**config.mk**
```make
export PLATFORM = sky130hd
export DESIGN_NAME = sha256_sigma_arbiter_flat
export DESIGN_NICKNAME = d
export VERILOG_FILES = /design/src/rtl/sha256_cfu_pkg.sv /design/src/rtl/sha256_sigma_arbiter_if.sv /design/src/rtl/sha256_sigma.sv /design/src/rtl/sha256_sigma_arbiter.sv /design/src/flat_wrapper.sv
export SDC_FILE = /design/constraint.sdc
export NUM_CORES = 1
export LEC_CHECK = 0
export CORE_MARGIN = 4
export CORE_UTILIZATION = 35
export CTS_BUF_LIST = sky130_fd_sc_hd__clkbuf_4 sky130_fd_sc_hd__clkbuf_8 sky130_fd_sc_hd__clkbuf_16
export CTS_CLUSTER_SIZE = 14
export DETAILED_ROUTE_END_ITERATION = 10
export GPL_ROUTABILITY_DRIVEN = 0
export GPL_TIMING_DRIVEN = 1
export PLACE_DENSITY_LB_ADDON = 0.3
export SLEW_MARGIN = 20
export SYNTH_ARGS = -nofsm -noshare
export SYNTH_HDL_FRONTEND = slang
export SYNTH_HIERARCHICAL = 1
export SYNTH_SLANG_ARGS = --single-unit
```
**constraint.sdc**
```tcl
create_clock -name clk -period 2.79 [get_ports clk]
set_input_delay 0.4185 -clock clk [delete_from_list [all_inputs] [get_ports clk]]
set_output_delay 0.4185 -clock clk [all_outputs]
set_load 0.1 [all_outputs]
```
**src/rtl/sha256_cfu_pkg.sv**
```systemverilog
// Shared types and constants for the SHA-256 sigma CFU path: function encoding,
// rotate/shift amounts and the response entry carried through the result FIFO.
package sha256_cfu_pkg;

  typedef enum logic [1:0] {
    SUM0 = 2'd0,
    SUM1 = 2'd1,
    SIG0 = 2'd2,
    SIG1 = 2'd3
  } sigma_func_e;

  localparam int SUM0_R0 = 2;
  localparam int SUM0_R1 = 13;
  localparam int SUM0_R2 = 22;
  localparam int SUM1_R0 = 6;
  localparam int SUM1_R1 = 11;
  localparam int SUM1_R2 = 25;
  localparam int SIG0_R0 = 7;
  localparam int SIG0_R1 = 18;
  localparam int SIG0_SH = 3;
  localparam int SIG1_R0 = 17;
  localparam int SIG1_R1 = 19;
  localparam int SIG1_SH = 10;

  // Wide enough for the largest supported requester count (4).
  localparam int ID_MAX_W = 2;

  typedef struct packed {
    logic [ID_MAX_W-1:0] id;
    logic [31:0]         data;
  } resp_t;

  function automatic logic [31:0] ror32(input logic [31:0] x, input int n);
    return (x >> n) | (x << (32 - n));
  endfunction

endpackage

```
**src/rtl/sha256_sigma_arbiter_if.sv**
```systemverilog
// Requester and response bundle between CFU dispatch ports and the shared
// sigma arbiter. The arbiter uses the slave view; the dispatch side uses master.
interface sha256_sigma_arbiter_if #(
  parameter int N_REQ = 2
);
  localparam int ID_W = (N_REQ > 1) ? $clog2(N_REQ) : 1;

  logic [N_REQ-1:0]       req_valid;
  logic [N_REQ-1:0]       req_ready;
  logic [N_REQ-1:0][1:0]  req_func;
  logic [N_REQ-1:0][31:0] req_data;
  logic                   resp_valid;
  logic                   resp_ready;
  logic [ID_W-1:0]        resp_id;
  logic [31:0]            resp_data;
  logic [15:0]            ops_done;

  modport slave (
    input  req_valid, req_func, req_data, resp_ready,
    output req_ready, resp_valid, resp_id, resp_data, ops_done
  );

  modport master (
    output req_valid, req_func, req_data, resp_ready,
    input  req_ready, resp_valid, resp_id, resp_data, ops_done
  );

endinterface

```
**src/rtl/sha256_sigma.sv**
```systemverilog
// Combinational SHA-256 sigma unit: selects one of the four message-schedule /
// compression sigma functions on the full 32-bit operand.
module sha256_sigma
  import sha256_cfu_pkg::*;
(
  input  logic [1:0]  func,
  input  logic [31:0] data,
  output logic [31:0] result
);

  always_comb begin
    result = '0;
    unique case (sigma_func_e'(func))
      SUM0: result = ror32(data, SUM0_R0) ^ ror32(data, SUM0_R1) ^ ror32(data, SUM0_R2);
      SUM1: result = ror32(data, SUM1_R0) ^ ror32(data, SUM1_R1) ^ ror32(data, SUM1_R2);
      SIG0: result = ror32(data, SIG0_R0) ^ ror32(data, SIG0_R1) ^ (data >> SIG0_SH);
      SIG1: result = ror32(data, SIG1_R0) ^ ror32(data, SIG1_R1) ^ (data >> SIG1_SH);
    endcase
  end

endmodule

```
**src/rtl/sha256_sigma_arbiter.sv**
```systemverilog
// Round-robin arbiter sharing one sigma unit between N_REQ requesters; results
// are queued with their port id in a small FIFO and leave in acceptance order.
module sha256_sigma_arbiter
  import sha256_cfu_pkg::*;
#(
  parameter int N_REQ      = 2,
  parameter int FIFO_DEPTH = 2
) (
  input  logic                   clk,
  input  logic                   rst,
  sha256_sigma_arbiter_if.slave  bus
);

  localparam int ID_W  = (N_REQ > 1) ? $clog2(N_REQ) : 1;
  localparam int PTR_W = $clog2(FIFO_DEPTH);
  localparam int CNT_W = PTR_W + 1;

  logic [ID_W-1:0]  rr_ptr_q, rr_ptr_d;
  logic [CNT_W-1:0] count_q, count_d;
  logic [PTR_W-1:0] wr_ptr_q, wr_ptr_d;
  logic [PTR_W-1:0] rd_ptr_q, rd_ptr_d;
  logic [15:0]      ops_done_q, ops_done_d;
  resp_t            mem_q [FIFO_DEPTH];
  resp_t            mem_d [FIFO_DEPTH];

  logic             grant_vld;
  logic [ID_W-1:0]  grant_idx;
  logic             space;
  logic             push;
  logic             pop;
  logic [31:0]      sigma_res;
  resp_t            head;

  // Scan from rr_ptr upward (mod N_REQ); the first valid port wins.
  always_comb begin
    int idx;
    idx       = 0;
    grant_vld = 1'b0;
    grant_idx = '0;
    for (int i = 0; i < N_REQ; i++) begin
      idx = int'(rr_ptr_q) + i;
      if (idx >= N_REQ) idx = idx - N_REQ;
      if (!grant_vld && bus.req_valid[idx]) begin
        grant_vld = 1'b1;
        grant_idx = ID_W'(idx);
      end
    end
  end

  // Space is judged on the start-of-cycle count only, so a pop never frees a
  // slot for a same-cycle push and resp_ready cannot reach req_ready.
  assign space = (count_q < CNT_W'(FIFO_DEPTH));
  assign push  = grant_vld & space;
  assign pop   = (count_q != '0) & bus.resp_ready;

  always_comb begin
    bus.req_ready = '0;
    if (push && !rst) bus.req_ready[grant_idx] = 1'b1;
  end

  sha256_sigma u_sigma (
    .func   (bus.req_func[grant_idx]),
    .data   (bus.req_data[grant_idx]),
    .result (sigma_res)
  );

  always_comb begin
    rr_ptr_d   = rr_ptr_q;
    wr_ptr_d   = wr_ptr_q;
    rd_ptr_d   = rd_ptr_q;
    mem_d      = mem_q;
    count_d    = count_q + CNT_W'(push) - CNT_W'(pop);
    ops_done_d = ops_done_q + 16'(pop);
    if (push) begin
      rr_ptr_d        = (grant_idx == ID_W'(N_REQ - 1)) ? '0 : grant_idx + ID_W'(1);
      wr_ptr_d        = wr_ptr_q + PTR_W'(1);
      mem_d[wr_ptr_q] = '{id: ID_MAX_W'(grant_idx), data: sigma_res};
    end
    if (pop) rd_ptr_d = rd_ptr_q + PTR_W'(1);
  end

  always_ff @(posedge clk or posedge rst) begin
    if (rst) begin
      rr_ptr_q   <= '0;
      count_q    <= '0;
      wr_ptr_q   <= '0;
      rd_ptr_q   <= '0;
      ops_done_q <= '0;
      for (int i = 0; i < FIFO_DEPTH; i++) mem_q[i] <= '0;
    end else begin
      rr_ptr_q   <= rr_ptr_d;
      count_q    <= count_d;
      wr_ptr_q   <= wr_ptr_d;
      rd_ptr_q   <= rd_ptr_d;
      ops_done_q <= ops_done_d;
      for (int i = 0; i < FIFO_DEPTH; i++) mem_q[i] <= mem_d[i];
    end
  end

  assign head           = mem_q[rd_ptr_q];
  assign bus.resp_valid = (count_q != '0);
  assign bus.resp_id    = ID_W'(head.id);
  assign bus.resp_data  = head.data;
  assign bus.ops_done   = ops_done_q;

endmodule

```
**src/flat_wrapper.sv**
```systemverilog
// flat-port wrapper written by rule: the top's interface ports become plain ports
module sha256_sigma_arbiter_flat import sha256_cfu_pkg::*;
#(
  parameter int N_REQ      = 2,
  parameter int FIFO_DEPTH = 2
)
  (clk, rst, bus_req_valid, bus_req_func, bus_req_data, bus_resp_ready, bus_req_ready, bus_resp_valid, bus_resp_id, bus_resp_data, bus_ops_done);
  sha256_sigma_arbiter_if #(.N_REQ(N_REQ)) bus_i ();
  input  logic clk;
  input  logic rst;
  input wire logic [$bits(bus_i.req_valid)-1:0] bus_req_valid;
  input wire logic [$bits(bus_i.req_func)-1:0] bus_req_func;
  input wire logic [$bits(bus_i.req_data)-1:0] bus_req_data;
  input wire logic [$bits(bus_i.resp_ready)-1:0] bus_resp_ready;
  output wire logic [$bits(bus_i.req_ready)-1:0] bus_req_ready;
  output wire logic [$bits(bus_i.resp_valid)-1:0] bus_resp_valid;
  output wire logic [$bits(bus_i.resp_id)-1:0] bus_resp_id;
  output wire logic [$bits(bus_i.resp_data)-1:0] bus_resp_data;
  output wire logic [$bits(bus_i.ops_done)-1:0] bus_ops_done;
  assign bus_i.req_valid = bus_req_valid;
  assign bus_i.req_func = bus_req_func;
  assign bus_i.req_data = bus_req_data;
  assign bus_i.resp_ready = bus_resp_ready;
  assign bus_req_ready = bus_i.req_ready;
  assign bus_resp_valid = bus_i.resp_valid;
  assign bus_resp_id = bus_i.resp_id;
  assign bus_resp_data = bus_i.resp_data;
  assign bus_ops_done = bus_i.ops_done;
  sha256_sigma_arbiter #(.N_REQ(N_REQ), .FIFO_DEPTH(FIFO_DEPTH)) u_core (.clk(clk), .rst(rst), .bus(bus_i));
endmodule
```
==> metrics <==
Tmin final around 2.8 ns; port bufs approximately 120; number of diodes 0; most frequent cells in the layout xnor2_1, buf_4, dfrtp_1; core area 21300 sq um; dpl cell area approximately 10000 sq um; Final Cell Area roughly 11000 sq um; Rel. slew slack 0.654; VDD IR max about 1.3 mV; number of global-route vias before repair between 6000 and 7000; Psw 6.70 mW; DRC 0; clk_lat worst skew roughly 0.35 ns; die area between 20000 and 25000 sq um; multiplexer share of the synthesized area 0.221; Core Rows 53; Die X 156 microns; largest family of logic cells by synthesized area XOR/XNOR gates; worst min path class in2async; area fraction of the dominant cell type after synthesis 0.283; final setup vio count 2; fmax about 360 MHz; routing usage on met3 0.0418; routed vias about 6000; Sink Count between 80 and 90; first-pass GRT wire length 35800 microns; total clock buffers created by CTS 9; layout cells sized above 1 0.440; Placed Cells around 1100; Post-layout nets ~950; Internal between 7 and 8 mW; GRT Residual Overflow 0; Synth Register Bits 87; complex-gate fraction of the synthesized area 0.0900; crit-path max FO 9; initial antenna violation count 0; GRT Max-Usage Layer met2; Post-Syn Area roughly 7700 sq um; Die Y roughly 160 microns; Synth Area in Adders 0.00488; Synth Warn # 6; status complete, but fails checks; Combinational Power Share 0.752; failing checks negative setup slack; largest net degree at the start of global routing 76; hold_ws ~0.4 ns; CTS root buf clkbuf_16; Worst Skew approximately 0.015 ns; Total Routing Usage GR 0.190; Vias/cell around 5.2; drt wl/cell between 20 and 25 microns; TritonCTS clock tree done; leakage 4.79 nW; Critical Path Source Type input pin; clock-pin transition on the worst setup and hold timing paths 0.07 ns; switching part of the total power 0.486; DP Wirelength roughly 17000 microns; Post-Syn Nets 740; fin crit share 1.00; Worst Slack Setup Final -0.00671 ns; most common cell after layout, fill and taps aside xnor2_1; Initial Util 0.361; Antenna Violating Nets Remaining 0; Clock power frac 0.089; Critical Path End Type flip-flop; synth top area cells dfrtp_1, xnor2_1, mux2_2; Crit Path Class in2reg; syn_area_per_cell around 12 sq um; Pre-antenna DRT Iters 5; WP data required around 3 ns; Post-Synth Simple-Gate Area 0.0402; CP arrival around 3.1 ns; Synth area leader dfrtp_1; CTS Hold Bufs 0; Max Cap Viol 0; number of hold violations in the final report 0; xor and xnor area share after synthesis 0.290; Slew @ Worst Pin approximately 0.52 ns; Routed Wire Length ~24000 microns; Flop pwr share 0.159; Unique masters post-synth 47; Power Density about 1300 nW/um^2; Syn-to-layout area delta 42.6%; CTS H-tree depth 3; Iter 0 DRT Violations 371; I/O pins 125; met2 Use GR 0.316; post-route insts no fill 1153; fin. max-slew vios 0; Global Route met1 Usage 0.253; post-synthesis sequential area ratio 0.283; Cells after Synth around 660; Max Buffers Root-to-Sink 2
-- power groups by stage --
stage / combinational, mW / clock, mW / sequential (mW)
CTS: 10.2 / 1.27 / 2.20
global route: 10.8 / 1.32 / 2.27
detailed placement: 10.2 / 0 / 2.21
finish: 10.4 / 1.23 / 2.19
global placement: 10.1 / 0 / 2.20
floorplan: 6.73 / 0 / 2.40
-- final cells by class --
type,count,area (sq um)
well taps,275,344
flip-flops and latches,87,2180
inverters,4,16.3
fillers,1859,10300
clock inverters,7,76.3
multi-input cells,509,5250
repair buffers,262,2870
clock buffers,9,225
-- cells by family (layout without fill, tap and decap cells) --
logic type | after synthesis | after routing
XOR/XNOR | 218 | 218
AND/OR/NAND/NOR | 53 | 53
flip-flops | 87 | 87
multiplexers | 135 | 136
buffers and inverters | 69 | 282
adder cells (fa/ha/maj) | 3 | 3
AO/OA/AOI/OAI | 99 | 99
-- critical path, cell delays in order --
cell	delay, ns
clkdlybuf4s50_1	0.48
nand2_4	0.22
buf_6	0.22
mux2_4	0.40
buf_4	0.17
xnor3_1	0.37
a21oi_1	0.23
a221oi_2	0.07
a21oi_1	0.28
mux2_4	0.21
-- per-stage QoR --
stage / worst slack (ns) / power (mW) / utilization / setup TNS (ns)
after floorplan: 0.121 / 9.13 / - / 0
after global placement: -0.439 / 12.3 / 0.482 / -20.65
after detailed placement: -0.444 / 12.4 / 0.482 / -21.85
after CTS: -0.0355 / 13.7 / 0.499 / -0.451
after global routing: -0.0225 / 14.4 / 0.515 / -0.0505
final: -0.00671 / 13.8 / 0.515 / -0.0106
-- path summary, 6_finish.rpt --
kind	from	to	slack, ns	cells past startpoint
min	rst	u_core/bus.ops_done[15]$_DFF_PP0_	0.40	2
max reg2reg	u_core/rr_ptr_q$_DFFE_PP0P_	u_core/mem_q[37]$_DFFE_PP0P_	0.03	10
min reg2reg	u_core/bus.ops_done[15]$_DFF_PP0_	u_core/bus.ops_done[15]$_DFF_PP0_	0.48	1
max in group asynchronous	rst	u_core/mem_q[19]$_DFFE_PP0P_	1.72	3
max	bus_req_valid[1]	u_core/mem_q[37]$_DFFE_PP0P_	-0.007	10
min in group clk	u_core/bus.ops_done[15]$_DFF_PP0_	u_core/bus.ops_done[15]$_DFF_PP0_	0.48	1
-- synthesized netlist by cell type, drive strengths merged --
library cell,instances
a221oi,14
nand3,5
nor3,2
ha,3
o32a,3
a22oi,4
o32ai,7
xnor3,14
or2,2
nand4,6
nand2b,3
and2,4
mux2i,2
and4,6
dfrtp,87
o41ai,1
nor2b,1
mux2,130
mux4,3
xor2,39
nor2,6
o21ai,3
xnor2,165
a21o,5
a21oi,44
o22a,8
and3,3
buf,58
o21ba,1
clkbuf,7
a22o,9
inv,4
nand2,15
-- metal layers --
layer  part of all wire  vias to the layer above  wire, microns
met4              0.028                        0            688
met1               0.42                     2973          10200
met2               0.47                      261          11500
met5                  0                        -              0
li1                   -                     2738              -
met3              0.074                       50           1790
-- registers in the layout, indices dropped and copies added (netlist names) --
name                 cells
u_core/count_q           2
u_core/rd_ptr_q          1
u_core/wr_ptr_q          1
u_core/bus.ops_done     16
u_core/rr_ptr_q          1
u_core/mem_q            66
-- repair_timing --
action / in CTS / in global routing
setup buffers: 0 / 3
gates resized for setup: 10 / 43
cloned: 0 / 5
endpoints found under the setup margin: 29 / 64
pin swaps: 0 / 3
hold endpoints to repair: 0 / 0
Power figures use the tool's default switching activity.
